File: config.mk
export PLATFORM = sky130hd
export DESIGN_NAME = mantissa_normalizer
export DESIGN_NICKNAME = d
export VERILOG_FILES = /design/src/rtl/mantissa_normalizer.sv
export SDC_FILE = /design/constraint.sdc
export NUM_CORES = 1
export LEC_CHECK = 0
export CELL_PAD_IN_SITES_DETAIL_PLACEMENT = 0
export CELL_PAD_IN_SITES_GLOBAL_PLACEMENT = 1
export CORE_ASPECT_RATIO = 1.75
export CORE_MARGIN = 2
export CORE_UTILIZATION = 30
export CTS_BUF_LIST = sky130_fd_sc_hd__clkbuf_16
export DETAILED_ROUTE_END_ITERATION = 12
export DONT_BUFFER_PORTS = 1
export PLACE_DENSITY_LB_ADDON = 0.12
export RECOVER_POWER = 100
export SETUP_SLACK_MARGIN = 0.4
export SLEW_MARGIN = 20
export SYNTH_ARGS = -nofsm -noshare
export SYNTH_HDL_FRONTEND = slang
export SYNTH_SLANG_ARGS = --single-unit
File: constraint.sdc
create_clock -name clk -period 3.03 [get_ports clk]
set_input_delay 0.4545 -clock clk [delete_from_list [all_inputs] [get_ports clk]]
set_output_delay 0.4545 -clock clk [all_outputs]
set_load 0.01 [all_outputs]
File: src/rtl/mantissa_normalizer.sv
// Post-add/subtract mantissa normalizer: leading-zero count, log shift, exponent fix-up, 2-stage elastic pipe.
// Build option: define NORM_DENORM_EN for gradual underflow (default is flush-to-zero).
module mantissa_normalizer #(
    parameter int MW = 23,
    parameter int EW = 8
) (
    input  logic          clk,
    input  logic          rst_n,
    input  logic          in_valid_i,
    output logic          in_ready_o,
    input  logic          in_sign_i,
    input  logic          in_carry_i,
    input  logic [MW:0]   in_mant_i,
    input  logic [EW-1:0] in_exp_i,
    output logic          out_valid_o,
    input  logic          out_ready_i,
    output logic          out_sign_o,
    output logic [EW-1:0] out_exp_o,
    output logic [MW-1:0] out_mant_o,
    output logic          out_zero_o,
    output logic          out_ovf_o,
    output logic          out_unf_o
);
    localparam int LZW = $clog2(MW + 2);  // lz spans 0..MW+1
    localparam int CW  = EW + LZW;
    localparam logic [EW-1:0] EXP_MAX = '1;

    logic           s1_valid_q, s2_valid_q;
    logic           s1_sign_q, s1_carry_q, s1_zero_q;
    logic [MW:0]    s1_mant_q;
    logic [EW-1:0]  s1_exp_q;
    logic [LZW-1:0] s1_lz_q, lz_d;

    logic           sign_d, zero_d, ovf_d, unf_d;
    logic [EW-1:0]  exp_d, exp_inc;
    logic [MW-1:0]  mant_d;
    logic           sign_q, zero_q, ovf_q, unf_q;
    logic [EW-1:0]  exp_q;
    logic [MW-1:0]  mant_q;

    logic s2_load, in_fire, underflow;
    logic [CW-1:0]  exp_ext, lz_ext;
    logic [LZW-1:0] shamt;
    logic [LZW:0][MW:0] shl;

    assign s2_load    = ~s2_valid_q | out_ready_i;
    assign in_ready_o = ~s1_valid_q | s2_load;
    assign in_fire    = in_valid_i & in_ready_o;

    // Highest set bit wins: later loop iterations overwrite earlier ones.
    always_comb begin
        lz_d = LZW'(MW + 1);
        for (int i = 0; i <= MW; i++) begin
            if (in_mant_i[i]) lz_d = LZW'(MW - i);
        end
    end

    always_ff @(posedge clk or negedge rst_n) begin
        if (!rst_n) begin
            s1_valid_q <= 1'b0;
            s1_sign_q  <= 1'b0;
            s1_carry_q <= 1'b0;
            s1_zero_q  <= 1'b0;
            s1_mant_q  <= '0;
            s1_exp_q   <= '0;
            s1_lz_q    <= '0;
        end else begin
            if (in_ready_o) s1_valid_q <= in_valid_i;
            if (in_fire) begin
                s1_sign_q  <= in_sign_i;
                s1_carry_q <= in_carry_i;
                s1_zero_q  <= (in_mant_i == '0) & ~in_carry_i;
                s1_mant_q  <= in_mant_i;
                s1_exp_q   <= in_exp_i;
                s1_lz_q    <= lz_d;
            end
        end
    end

    assign exp_ext   = CW'(s1_exp_q);
    assign lz_ext    = CW'(s1_lz_q);
    assign exp_inc   = s1_exp_q + EW'(1);
    assign underflow = (lz_ext >= exp_ext);

`ifdef NORM_DENORM_EN
    // Denormal result keeps exponent 0, so only exp-1 positions can be recovered.
    assign shamt = !underflow ? s1_lz_q :
                   (s1_exp_q == '0) ? '0 : LZW'(exp_ext - CW'(1));
`else
    assign shamt = s1_lz_q;
`endif

    assign shl[0] = s1_mant_q;
    for (genvar k = 0; k < LZW; k++) begin : g_shl
        assign shl[k+1] = shamt[k] ? (shl[k] << (2 ** k)) : shl[k];
    end

    always_comb begin
        sign_d = s1_sign_q;
        exp_d  = '0;
        mant_d = '0;
        zero_d = 1'b0;
        ovf_d  = 1'b0;
        unf_d  = 1'b0;
        if (s1_exp_q == EXP_MAX) begin
            exp_d = EXP_MAX;
            ovf_d = 1'b1;
        end else if (s1_carry_q) begin
            exp_d = exp_inc;
            if (exp_inc == EXP_MAX) ovf_d = 1'b1;
            else                    mant_d = s1_mant_q[MW:1];
        end else if (s1_zero_q) begin
            zero_d = 1'b1;
        end else if (!underflow) begin
            exp_d  = EW'(exp_ext - lz_ext);
            mant_d = shl[LZW][MW-1:0];
        end else begin
            unf_d = 1'b1;
`ifdef NORM_DENORM_EN
            mant_d = shl[LZW][MW-1:0];
            zero_d = (shl[LZW][MW-1:0] == '0);
`else
            zero_d = 1'b1;
`endif
        end
    end

    always_ff @(posedge clk or negedge rst_n) begin
        if (!rst_n) begin
            s2_valid_q <= 1'b0;
            sign_q     <= 1'b0;
            exp_q      <= '0;
            mant_q     <= '0;
            zero_q     <= 1'b0;
            ovf_q      <= 1'b0;
            unf_q      <= 1'b0;
        end else if (s2_load) begin
            s2_valid_q <= s1_valid_q;
            if (s1_valid_q) begin
                sign_q <= sign_d;
                exp_q  <= exp_d;
                mant_q <= mant_d;
                zero_q <= zero_d;
                ovf_q  <= ovf_d;
                unf_q  <= unf_d;
            end
        end
    end

    assign out_valid_o = s2_valid_q;
    assign out_sign_o  = sign_q;
    assign out_exp_o   = exp_q;
    assign out_mant_o  = mant_q;
    assign out_zero_o  = zero_q;
    assign out_ovf_o   = ovf_q;
    assign out_unf_o   = unf_q;

endmodule

Word level (Yosys, flattened, before mapping):

Index checks and enable logic that the tools add are counted.
Widths: inputs -> output; s select.

* output and inout port bits: 37
* bits in registers: 77

* mux-type cells: 48
* order comparisons: 1
* equality and inequality tests: 2
* add/subtract/negate cells: 2
* bitwise logic cells: 7
* reduce and logical (&&, ||, !) cells: 2

Operators with widths (number)
* $mux 23: 10
* $mux 5: 16
* $mux 4: 8
* $mux 8: 4
* $logic_not 24->1: 1
* $eq 8x8->1 const B: 2
* $mux 1: 10
* $add 8x1->8 const B: 1
* $ge 5x8->1: 1
* $sub 8x5->8: 1
* $not 1->1: 3
* $and 1x1->1: 2
* $or 1x1->1: 2
* $reduce_and 2->1: 1

Logic depth before layout (Yosys ltp):

* depth in word-level cells: 24
* gate-level depth with buffers: 11
* gate-level depth less buffers: 10

Least setup slack after synthesis:

No wires, ideal clock.

* kind: register to register
* start point: register s1_lz_q[2]
* end point: register mant_q[3] (netlist: out_mant_o[3])
* arrival: 2763 ps
* clock period less this slack: 2889 ps
* slack: 141 ps
* cell stages (with the launch flop): 12
* setup time: 126 ps
* cells stage by stage: dfrtp_1 > buf_2 > buf_2 > clkinv_1 > buf_2 > ha_1 > nand4_1 > or3_1 > a211o_1 > nor3b_2 > and3_1 > a221o_1

* cells in the longest elaborated chain, start to end: 7

Ends and longest elaborated chain
* start: declaration: RTL line 32 `logic [LZW-1:0] s1_lz_q, lz_d;`
* start signal: assignment: RTL line 75 `s1_lz_q <= lz_d;`
* parallel branches: the longest is 3 deep, another holds $ge 5x8->1
* $mux 23 *: RTL line 114 `end else if (!underflow) begin`
* $mux 23 *: RTL line 112 `end else if (s1_zero_q) begin`
* $mux 23 *: RTL line 108 `end else if (s1_carry_q) begin`
* $mux 23 *: RTL line 105 `if (s1_exp_q == EXP_MAX) begin`
* end signal: assignment: RTL line 142 `mant_q <= mant_d;`
* end: declaration: RTL line 39 `logic [MW-1:0] mant_q;`

Mark *: on every way between the ends.
A chain may end at the register's enable or synchronous reset.

Final worst setup path:

* start point: register s1_exp_q[0]
* end point: register mant_q[3] (netlist: out_mant_o[3])

* cells in the longest elaborated chain, start to end: 5

Ends and longest elaborated chain
* start: declaration: RTL line 31 `logic [EW-1:0] s1_exp_q;`
* start signal: assignment: RTL line 74 `s1_exp_q <= in_exp_i;`
* $add 8x1->8 or $ge 5x8->1 (tied branches): RTL line 82, 83
* $eq 8x8->1 or $mux 23 (tied branches): RTL line 110, 114
* $mux 23, on equally long branches: RTL line 110, 112
* $mux 23: RTL line 108
* $mux 23 *: RTL line 105

Mark *: on every way between the ends. The rest lies on a longest branch, timed or not.

==> reports/metrics.csv <==
metric,value,unit
outcome,"complete, but fails checks",
violations,"capacitance limit, slew limit",
via_per_inst,5.763,
cts_buffer_depth,2,
cts_tree,built,
cp_data_required_time,3250,ps
synth_top_family_by_area,multiplexers,
fp-row-count,61,
synthDistinctLibCells,58,
start_util,0.3037,
internal_power,2.405,mW
coreArea,15800,um2
diodes,0,
drt_iter0_markers,226,
critical_path.startpoint_type,flop,
sw_frac_of_total,0.3534,
min_period_over_period,0.8704,
crit_path_max_incr_delay,420,ps
overflow,0,
setup_viol,0,
path_clk_slew,60,ps
synth_compound_area_frac,0.1838,
gp_congestion,0.9286,
worst_slew_pin_slew,1989,ps
ys_seq_area_frac,0.4016,
vdd.ir_drop.worst,0.3155,mV
grt_pass1_vias,4155,
worstPathBufferInverterCount,2,
crit_slowest_cell,fa_1,
ys.flop_type,dfrtp_1,
cts.sink_count,77,
p_per_area,687.1,nW/um2
combPwrFrac,0.267,
p_total,3.720,mW
relSlewSlack,-0.3257,
synthArstFlopShare,1.000,
path_class,flop to flop,
hold_class,primary input to flop,
hold_viol,0,
fin_nets,532,
insertion_delay,340,ps
synth_fp_nets,526,
synth_seq_cells,77,
vias,3919,
max_freq,379.2,MHz
wirelength,16350,um
drt_first_pass_iters,4,
dpl_worst_slack,256.1,ps
synth-edff-count,0,
synth_adder_area_share,0.02243,
yosys_warnings,0,
drv_slew,78,
die_h,171.3,um
dieArea,17060,um2
worstPathCellList,"inv_1, ha_1, inv_1, fa_1, a211oi_1, o21ai_0, a211o_1, nor3b_2, and3_1, a221o_1",
worst_path_dominant_cell_family,compound AO/OA/AOI/OAI gates,
final_common_cell,dfrtp_1,
rsz0062_at_grt,no,
grt_pass1_wl,24780,um
synth-xor-area-share,0.01825,
power_switching,1.314,mW
synth_mux_area_frac,0.2057,
p_leak,2.209,nW
drive_above_1_share,0.1976,
final_antenna_net_count,0,
wl_per_cell,24.05,um
cts-buffers-inserted,9,
arrival,2860,ps
netlist_instances,480,
setup-tns-final,0,ps
cts-root-buf,clkbuf_16,
synth_area_per_cell,9.997,um2
rrSetupSlack,390,ps
final_util,0.3427,
port_buffers,0,
num-fill-cells,1599,
worst_path_most_repeated_cell,inv_1,
grt_max_degree,78,
route.detailed.drc,0,
end_kind,flop,
seqPwrFrac,0.416,
clock_power_share,0.317,
path_max_fanout,5,
syn_area,4798,um2
layout_common_cells,"77 x dfrtp_1, 45 x o21ai_0, 43 x mux2_2",
h-tree-depth,3,
grt_use_total,0.1967,
dpl.hpwl,12840,um
skew,9.629,ps
worst_slack,392.8,ps
pin_count,75,
area_growth,12.83,%
die_x,99.60,um
yosys.area_share.simple,0.1293,
cap_violations,1,
grt_antenna_before_repair,0,
min_period,2637,ps
==> power groups by stage <==
stage	registers, mW	logic (mW)	clock network [mW]
floorplan	1.46	0.728	0
global route	1.58	1.10	1.24
CTS	1.56	1.01	1.20
detailed placement	1.58	0.974	0
finish	1.55	0.993	1.18
global placement	1.57	0.969	0
==> per-stage QoR <==
step	instance area, um2	cells	hold WS [ps]
finish	5414	680	207.3
global placement	5067	660	161.8
detailed placement	5067	660	162.1
floorplan	4820	480	158.9
global route	5414	680	194.4
CTS	5440	678	23.89
==> per-layer routing <==
metal / up-vias / global-route usage / routed length [um]
met5: - / 0 / 0
met4: 0 / 0.1364 / 1097
li1: 1803 / - / -
met3: 41 / 0.03779 / 527
met2: 98 / 0.3719 / 9223
met1: 1977 / 0.1864 / 5503
==> cell type report <==
class	count	area (um2)	share of cell area
Clock buffer	9	225.2	0.04160
Timing Repair Buffer	24	171.4	0.03166
Multi-Input combinational cell	360	2708	0.5001
Sequential cell	77	1927	0.3559
Clock inverter	7	92.59	0.01710
Inverter	14	53.80	0.009938
Tap cell	189	236.5	0.04368
==> logic make-up after synthesis <==
family,Yosys count
AO/OA/AOI/OAI,131
AND/OR/NAND/NOR,129
multiplexers,82
flip-flops,77
buffers and inverters,43
XOR/XNOR,10
adder cells (fa/ha/maj),8
==> synth_stat cells (2+ instances only) <==
| master | instances | area share |
|---|---|---|
| dfrtp_1 | 77 | 0.40 |
| o21ai_0 | 44 | 0.046 |
| mux2_2 | 43 | 0.10 |
| nand2_1 | 43 | 0.034 |
| nor2_1 | 36 | 0.028 |
| mux2i_1 | 30 | 0.063 |
| a22oi_1 | 20 | 0.031 |
| a21oi_1 | 19 | 0.020 |
| buf_2 | 14 | 0.015 |
| inv_1 | 12 | 0.0094 |
| clkbuf_1 | 11 | 0.0086 |
| mux4_2 | 9 | 0.042 |
| nand2b_1 | 9 | 0.012 |
| nor3_1 | 8 | 0.0083 |
| ha_1 | 7 | 0.018 |
| nand3_1 | 6 | 0.0063 |
| a211oi_1 | 5 | 0.0078 |
| a221o_1 | 5 | 0.010 |
| xnor2_1 | 5 | 0.0091 |
| xor2_1 | 5 | 0.0091 |
| a221oi_1 | 4 | 0.0073 |
| a31oi_1 | 4 | 0.0052 |
| and3_1 | 4 | 0.0052 |
| nand3b_1 | 4 | 0.0063 |
| nand4_1 | 4 | 0.0052 |
| nor4_1 | 4 | 0.0052 |
| a21o_1 | 3 | 0.0047 |
| buf_1 | 3 | 0.0023 |
| o211ai_1 | 3 | 0.0047 |
| o31ai_1 | 3 | 0.0047 |
| o41ai_1 | 3 | 0.0055 |
| or4_1 | 3 | 0.0047 |
| and2_1 | 2 | 0.0026 |
| clkinv_1 | 2 | 0.0016 |
| nor3b_2 | 2 | 0.0052 |
| o21a_1 | 2 | 0.0031 |
==> registers in the layout (all words and copies together), names as in the netlist <==
| register | cells |
|---|---|
| s1_carry_q | 1 |
| s1_exp_q | 8 |
| s1_mant_q | 24 |
| s1_valid_q | 1 |
| s1_zero_q | 1 |
| s1_lz_q | 5 |
| out_unf_o | 1 |
| out_valid_o | 1 |
| out_mant_o | 23 |
| s1_sign_q | 1 |
| out_exp_o | 8 |
| out_sign_o | 1 |
| out_ovf_o | 1 |
| out_zero_o | 1 |
==> repair_timing <==
item | CTS | global route
setup buffers | 1 | 2
gates resized for setup | 4 | 3
gates cloned | 0 | 0
pin swaps | 1 | 2
hold buffers | 1 | 0
setup endpoints to repair | 11 | 17
hold endpoints to repair | 77 | 0
==> worst paths after layout <==
path / start / endpoint / cells after the start
min in group asynchronous: rst_n / s1_exp_q[6] / 1
setup / recovery: s1_exp_q[0] / out_mant_o[3] / 10
max in group asynchronous: rst_n / out_mant_o[15] / 1
hold reg to reg: s1_sign_q / out_sign_o / 2
hold / removal: in_carry_i / s1_zero_q / 1
setup reg to reg: s1_exp_q[0] / out_mant_o[3] / 10
No activity file was read; power rests on OpenSTA's default activity.
